`src/rtl/lap_timer.sv`:
```
// Lap stopwatch with finish-line crossing detection, lap counting and
// best-lap tracking. Time is kept in binary ticks of 1/TICK_HZ seconds.
module lap_timer #(
  parameter int CLK_FREQ_HZ  = 65_000_000,
  parameter int TICK_HZ      = 100,
  parameter int MAX_TIME     = 59999,
  parameter int MIN_LAP_TIME = 300,
  parameter int NUM_LAPS     = 3
) (
  input  logic        pclk,
  input  logic        rst_n,
  input  logic        race_start,
  input  logic        race_abort,
  input  logic        clear_best,
  input  logic        finish_line,
  output logic [15:0] cur_lap_time,
  output logic [15:0] best_lap_time,
  output logic        best_valid,
  output logic [7:0]  lap_count,
  output logic        new_best,
  output logic        race_done
);

  localparam int DIV = CLK_FREQ_HZ / TICK_HZ;
  localparam int PW  = (DIV > 1) ? $clog2(DIV) : 1;
  localparam logic [PW-1:0] PRESC_LAST = PW'(DIV - 1);
  localparam logic [15:0]   MAX_T      = 16'(MAX_TIME);
  localparam logic [15:0]   MIN_T      = 16'(MIN_LAP_TIME);
  localparam logic [7:0]    LAPS       = 8'(NUM_LAPS);

  typedef enum logic [1:0] {S_IDLE, S_RUNNING, S_DONE} state_t;

  state_t        r_state, w_state_nxt;
  logic [PW-1:0] r_presc, w_presc_nxt;
  logic [15:0]   r_cur, w_cur_nxt;
  logic [7:0]    r_laps, w_laps_nxt;
  logic [15:0]   r_best, w_best_nxt;
  logic          r_best_valid, w_best_valid_nxt;
  logic          r_new_best;
  logic          r_fl_q;

  logic w_cross, w_tick, w_valid, w_last, w_better, w_commit;

  // Crossing is the rising edge of the finish-line level; a valid lap needs
  // the minimum lap time so bounces and reverse crossings are rejected.
  // Clearing best in the same cycle as a valid lap lets that lap become best.
  assign w_cross  = finish_line & ~r_fl_q;
  assign w_tick   = (r_state == S_RUNNING) && (r_presc == PRESC_LAST);
  assign w_valid  = (r_state == S_RUNNING) && w_cross && !race_abort &&
                    (r_cur >= MIN_T);
  assign w_last   = (r_laps + 8'd1) == LAPS;
  assign w_better = !r_best_valid || clear_best || (r_cur < r_best);
  assign w_commit = w_valid && w_better;

  // State register and finish-line history
  always_ff @(posedge pclk or negedge rst_n) begin
    if (!rst_n) begin
      r_state <= S_IDLE;
      r_fl_q  <= 1'b0;
    end else begin
      r_state <= w_state_nxt;
      r_fl_q  <= finish_line;
    end
  end

  // Next state plus lap timer, prescaler and lap counter updates
  always_comb begin
    w_state_nxt = r_state;
    w_presc_nxt = r_presc;
    w_cur_nxt   = r_cur;
    w_laps_nxt  = r_laps;
    if (race_abort) begin
      w_state_nxt = S_IDLE;
      w_presc_nxt = '0;
      w_cur_nxt   = '0;
      w_laps_nxt  = '0;
    end else begin
      case (r_state)
        S_IDLE: begin
          w_presc_nxt = '0;
          w_cur_nxt   = '0;
          w_laps_nxt  = '0;
          if (race_start) w_state_nxt = S_RUNNING;
        end
        S_RUNNING: begin
          if (w_valid) begin
            // Final lap keeps its time on display; others restart the clock.
            w_laps_nxt  = r_laps + 8'd1;
            w_presc_nxt = '0;
            w_cur_nxt   = w_last ? r_cur : 16'd0;
            if (w_last) w_state_nxt = S_DONE;
          end else if (w_tick) begin
            w_presc_nxt = '0;
            w_cur_nxt   = (r_cur < MAX_T) ? r_cur + 16'd1 : r_cur;
          end else begin
            w_presc_nxt = r_presc + PW'(1);
          end
        end
        S_DONE: begin
          if (race_start) begin
            w_state_nxt = S_RUNNING;
            w_presc_nxt = '0;
            w_cur_nxt   = '0;
            w_laps_nxt  = '0;
          end
        end
        default: w_state_nxt = S_IDLE;
      endcase
    end
  end

  // Best-lap next value: a commit outranks clear_best
  always_comb begin
    w_best_nxt       = r_best;
    w_best_valid_nxt = r_best_valid;
    if (w_commit) begin
      w_best_nxt       = r_cur;
      w_best_valid_nxt = 1'b1;
    end else if (clear_best) begin
      w_best_nxt       = '0;
      w_best_valid_nxt = 1'b0;
    end
  end

  // Timing datapath registers
  always_ff @(posedge pclk or negedge rst_n) begin
    if (!rst_n) begin
      r_presc <= '0;
      r_cur   <= '0;
      r_laps  <= '0;
    end else begin
      r_presc <= w_presc_nxt;
      r_cur   <= w_cur_nxt;
      r_laps  <= w_laps_nxt;
    end
  end

  // Best-lap registers; survive race_abort, cleared only by reset/clear_best
  always_ff @(posedge pclk or negedge rst_n) begin
    if (!rst_n) begin
      r_best       <= '0;
      r_best_valid <= 1'b0;
      r_new_best   <= 1'b0;
    end else begin
      r_best       <= w_best_nxt;
      r_best_valid <= w_best_valid_nxt;
      r_new_best   <= w_commit;
    end
  end

  assign cur_lap_time  = r_cur;
  assign best_lap_time = r_best;
  assign best_valid    = r_best_valid;
  assign lap_count     = r_laps;
  assign new_best      = r_new_best;
  assign race_done     = (r_state == S_DONE);

endmodule
```
`config.mk`:
```
export PLATFORM = sky130hd
export DESIGN_NAME = lap_timer
export DESIGN_NICKNAME = d
export VERILOG_FILES = /design/src/rtl/lap_timer.sv
export SDC_FILE = /design/constraint.sdc
export NUM_CORES = 1
export LEC_CHECK = 0
export ABC_CLOCK_PERIOD_IN_PS = 6700
export CAP_MARGIN = 10
export CORE_MARGIN = 10
export CORE_UTILIZATION = 25
export CTS_BUF_LIST = sky130_fd_sc_hd__clkbuf_16
export DETAILED_ROUTE_END_ITERATION = 10
export PLACE_DENSITY_LB_ADDON = 0.25
export SYNTH_ARGS = -nofsm -noshare
export SYNTH_HDL_FRONTEND = slang
export SYNTH_SLANG_ARGS = --single-unit
export TNS_END_PERCENT = 5
```
`constraint.sdc`:
```
create_clock -name pclk -period 6.7 [get_ports pclk]
set_input_delay 2.01 -clock pclk [delete_from_list [all_inputs] [get_ports pclk]]
set_output_delay 2.01 -clock pclk [all_outputs]
set_load 0.05 [all_outputs]
```
==> results.toml <==
[global_routing]
grt_pass1_vias = 3920
met3_usage = 0.03140
antenna_found_initial = 0
use_met1 = 0.1421
grt_max_degree = 66
grt-busiest-layer = "met2"
grt_pass1_wl_mm = 20.00
use_met2 = 0.1661
grt.total_usage = 0.1083
grt.overflow.total = 0

[route]
wl_per_cell_um = 16.28
drc = 0
ant_nets = 0
vias = 3880
viasPerCell = 5.293
first_pass_iters = 5
drtIter0Drc = 284
wirelength_mm = 11.93

[pwr]
powerDensity_mw_per_mm2 = 160.5
ir_drop_mv = 0.1185
p_leak_nw = 2.123

[final_layout]
fin_area_sq_mm = 0.005162
drive_gt1_frac = 0.06433
fill_cells = 1706
nets = 536
area_growth_pct = 22.54
diodes = 0

[setup_path]
cpLargestDelayFamily = "simple AND/OR/NAND/NOR gates"
timing.rr.start = "r_presc[0]"
worst-path-stages = 8
worst-path-buf-inv = 2
crit_type = "primary input to flop"
slowest_stage = "and4b_1"
arrival_ns = 4.62
critPathCapture = "cur_lap_time[8]"
cp_data_required_time_ns = 6.95
crit_chain = "clkdlybuf4s50_1 > nor3b_1 > nand2_1 > a21oi_2 > buf_4 > and4b_1 > nor2_1 > o221ai_1"
startpoint = "race_abort"
slowest_delay_ns = 0.59
ff2ff_setup_slack_ns = 3.52
endpoint_kind = "flop"
crit_path_start_kind = "primary input"
r2r_end = "r_presc[16]"
cp_max_fo = 24
ff2ff_path_depth = 7

[clocking]
clock-sinks = 65
htree_levels = 3
hold_buffers = 0
cts-resized-gates = 0
numCtsBuffers = 9
post_cts_buffers = 0
worstSkewPairLatency_ns = 0.34
clk_pin_slew_worst_paths_ns = 0.06
cts_tree = "built"
clockRootBuffer = "clkbuf_16"
cts_buffer_depth = 2

[timing]
fin_setup_tns_ns = 0
fin_crit_sh = 0.6534
setup_viol = 0
report.final.slew_viol_count = 0
period_needed_ns = 4.378
hold_viol = 0
rsz0062_at_grt = "no"
max_slew_margin = 0.3309
tightest_slew_ns = 0.9982
fin_worst_skew_ns = 0.008217
fmax_mhz = 228.4

[synthesis]
synthArstFlopShare = 1.000
syn-num-nets = 499
synth_ff_type = "dfrtp_1"
synth_area_per_cell_sq_um = 8.907
synth.ff_latch_count = 65
synth_edf_count = 0
seq_area_frac_synth = 0.3861
yosysWarnings = 0
synth_cell_types = 64
syn_inst = 473
syn_area_sq_mm = 0.004213

[placement]
portBuffers = 48
place_congestion = 0.7858
place_hpwl_mm = 8.287
placed_area_sq_mm = 0.004893

[die]
boundaryPins = 49
fp.dieW_um = 149.8
rows = 47
initial_utilization = 0.2549
die-height_um = 149.8
die_area_sq_mm = 0.02244
coreArea_sq_mm = 0.01652

[outcome]
outcome = "finished, final reports clean"

[worst_hold_path]
worst_hold_path_type = "flop to flop"

[job]
drv_cap = 0
[layout by cell type (no fill, tap or decap), types with 3 or more instances in the layout]
cell	Yosys	routed
and2_1	3	3
o21ai_1	7	7
o31ai_1	7	7
xnor2_1	5	5
a211o_1	7	7
nor2_1	30	30
dfrtp_1	65	65
nand2_1	59	59
buf_4	0	5
xor2_1	5	5
a21oi_1	14	14
o21ai_0	14	14
clkbuf_16	0	9
nor2b_1	3	3
inv_1	24	27
and3_1	10	10
or3_1	4	4
nor3_1	10	10
nand4_1	9	9
a31oi_1	10	10
clkdlybuf4s50_1	0	47
a22o_1	3	3
and4_1	4	4
a221o_1	16	16
o41ai_1	3	3
mux2i_1	16	16
or4_1	3	3
a21o_1	5	5
ha_1	20	20
nand3_1	36	36
nand2b_1	5	5
[state kept, by name, indices dropped and copies added, names as in the netlist]
| register | cells |
|---|---|
| best_lap_time | 16 |
| best_valid | 1 |
| cur_lap_time | 16 |
| lap_count | 8 |
| new_best | 1 |
| r_fl_q | 1 |
| r_presc | 20 |
| r_state | 2 |
[worst min-delay path by stage]
stage,start,endpoint,cells after the start
finish,r_presc[0],r_presc[0],1
global route,r_presc[0],r_presc[0],1
CTS,r_presc[0],r_presc[0],1
detailed placement,r_presc[0],r_presc[0],1
global placement,r_presc[0],r_presc[0],1
floorplan,r_presc[0],r_presc[0],1
[synthesized netlist by cell type (all sizes together) (4+ instances only)]
cell type | n | area (sq um)
o31ai | 7 | 52.55
a21oi | 15 | 78.83
a21o | 5 | 37.54
and4 | 4 | 35.03
nor3 | 11 | 60.06
xor2 | 5 | 43.79
clkbuf | 21 | 78.83
or4 | 5 | 45.04
o221ai | 4 | 47.55
inv | 24 | 90.09
o21ai | 21 | 105.1
or3 | 4 | 25.02
a211o | 7 | 61.31
and2 | 5 | 31.28
nand3 | 37 | 190.2
a31oi | 10 | 62.56
and3 | 10 | 62.56
nor4 | 4 | 46.29
buf | 9 | 45.04
ha | 20 | 250.2
xnor2 | 5 | 43.79
a221o | 16 | 160.2
mux2i | 16 | 160.2
nand4 | 9 | 56.30
nand2 | 59 | 221.5
nor2 | 31 | 118.9
dfrtp | 65 | 1627
nand2b | 5 | 31.28
[final cells by class]
| class | instances | area (sq um) | area share |
|---|---|---|---|
| clock inverters | 5 | 18.77 | 0.003635 |
| inverters | 24 | 90.09 | 0.01745 |
| well taps | 220 | 275.3 | 0.05332 |
| repair buffers | 56 | 549.3 | 0.1064 |
| clock buffers | 9 | 225.2 | 0.04363 |
| flip-flops and latches | 65 | 1627 | 0.3151 |
| multi-input cells | 354 | 2377 | 0.4605 |
[per-layer routing]
| metal | up-vias | part of all wire |
|---|---|---|
| met3 | 9 | 0.069 |
| li1 | 1835 | - |
| met5 | - | 0 |
| met2 | 100 | 0.46 |
| met1 | 1936 | 0.47 |
| met4 | 0 | 0.0091 |
[where the power goes]
part	total, mW	leakage [nW]	internal (mW)	switching [mW]
sequential	0.395	0.905	0.394	0.00105
clock	0.403	0.130	0.239	0.164
combinational	0.0301	1.09	0.00877	0.0213
total	0.829	2.12	0.642	0.187
[stage by stage]
step | power, mW | hold WS (ns) | cells | utilization | worst slack [ns]
3_5_place_dp | 0.4326 | 0.5046 | 717 | 0.2961 | 1.888
4_1_cts | 0.8424 | 0.5192 | 731 | 0.3109 | 2.236
5_1_grt | 0.8616 | 0.5444 | 733 | 0.3124 | 2.085
2_1_floorplan | 0.4169 | 0.4720 | 473 | - | 3.130
3_3_place_gp | 0.4315 | 0.5079 | 716 | 0.2954 | 1.937
6_report | 0.8287 | 0.5190 | 733 | 0.3124 | 2.322
[worst register-to-register path, stage by stage (launching register included)]
cell and delay (ns):
dfrtp_1 0.39, ha_1 0.22, and4b_1 0.25, or3b_1 0.40
nor3_2 0.83, nor2_1 0.41, nor2_2 0.43, nor2_1 0.10
[cells by family (layout without fill, tap and decap cells)]
| family | count (synthesis) | in the layout | share of synthesized area |
|---|---|---|---|
| AND/OR/NAND/NOR | 198 | 198 | 0.2453 |
| AO/OA/AOI/OAI | 108 | 108 | 0.1942 |
| flip-flops | 65 | 65 | 0.3861 |
| buffers and inverters | 54 | 94 | 0.05079 |
| adder cells (fa/ha/maj) | 20 | 20 | 0.05940 |
| multiplexers | 18 | 18 | 0.04336 |
| XOR/XNOR | 10 | 10 | 0.02079 |
No activity file was read; power rests on OpenSTA's default activity.
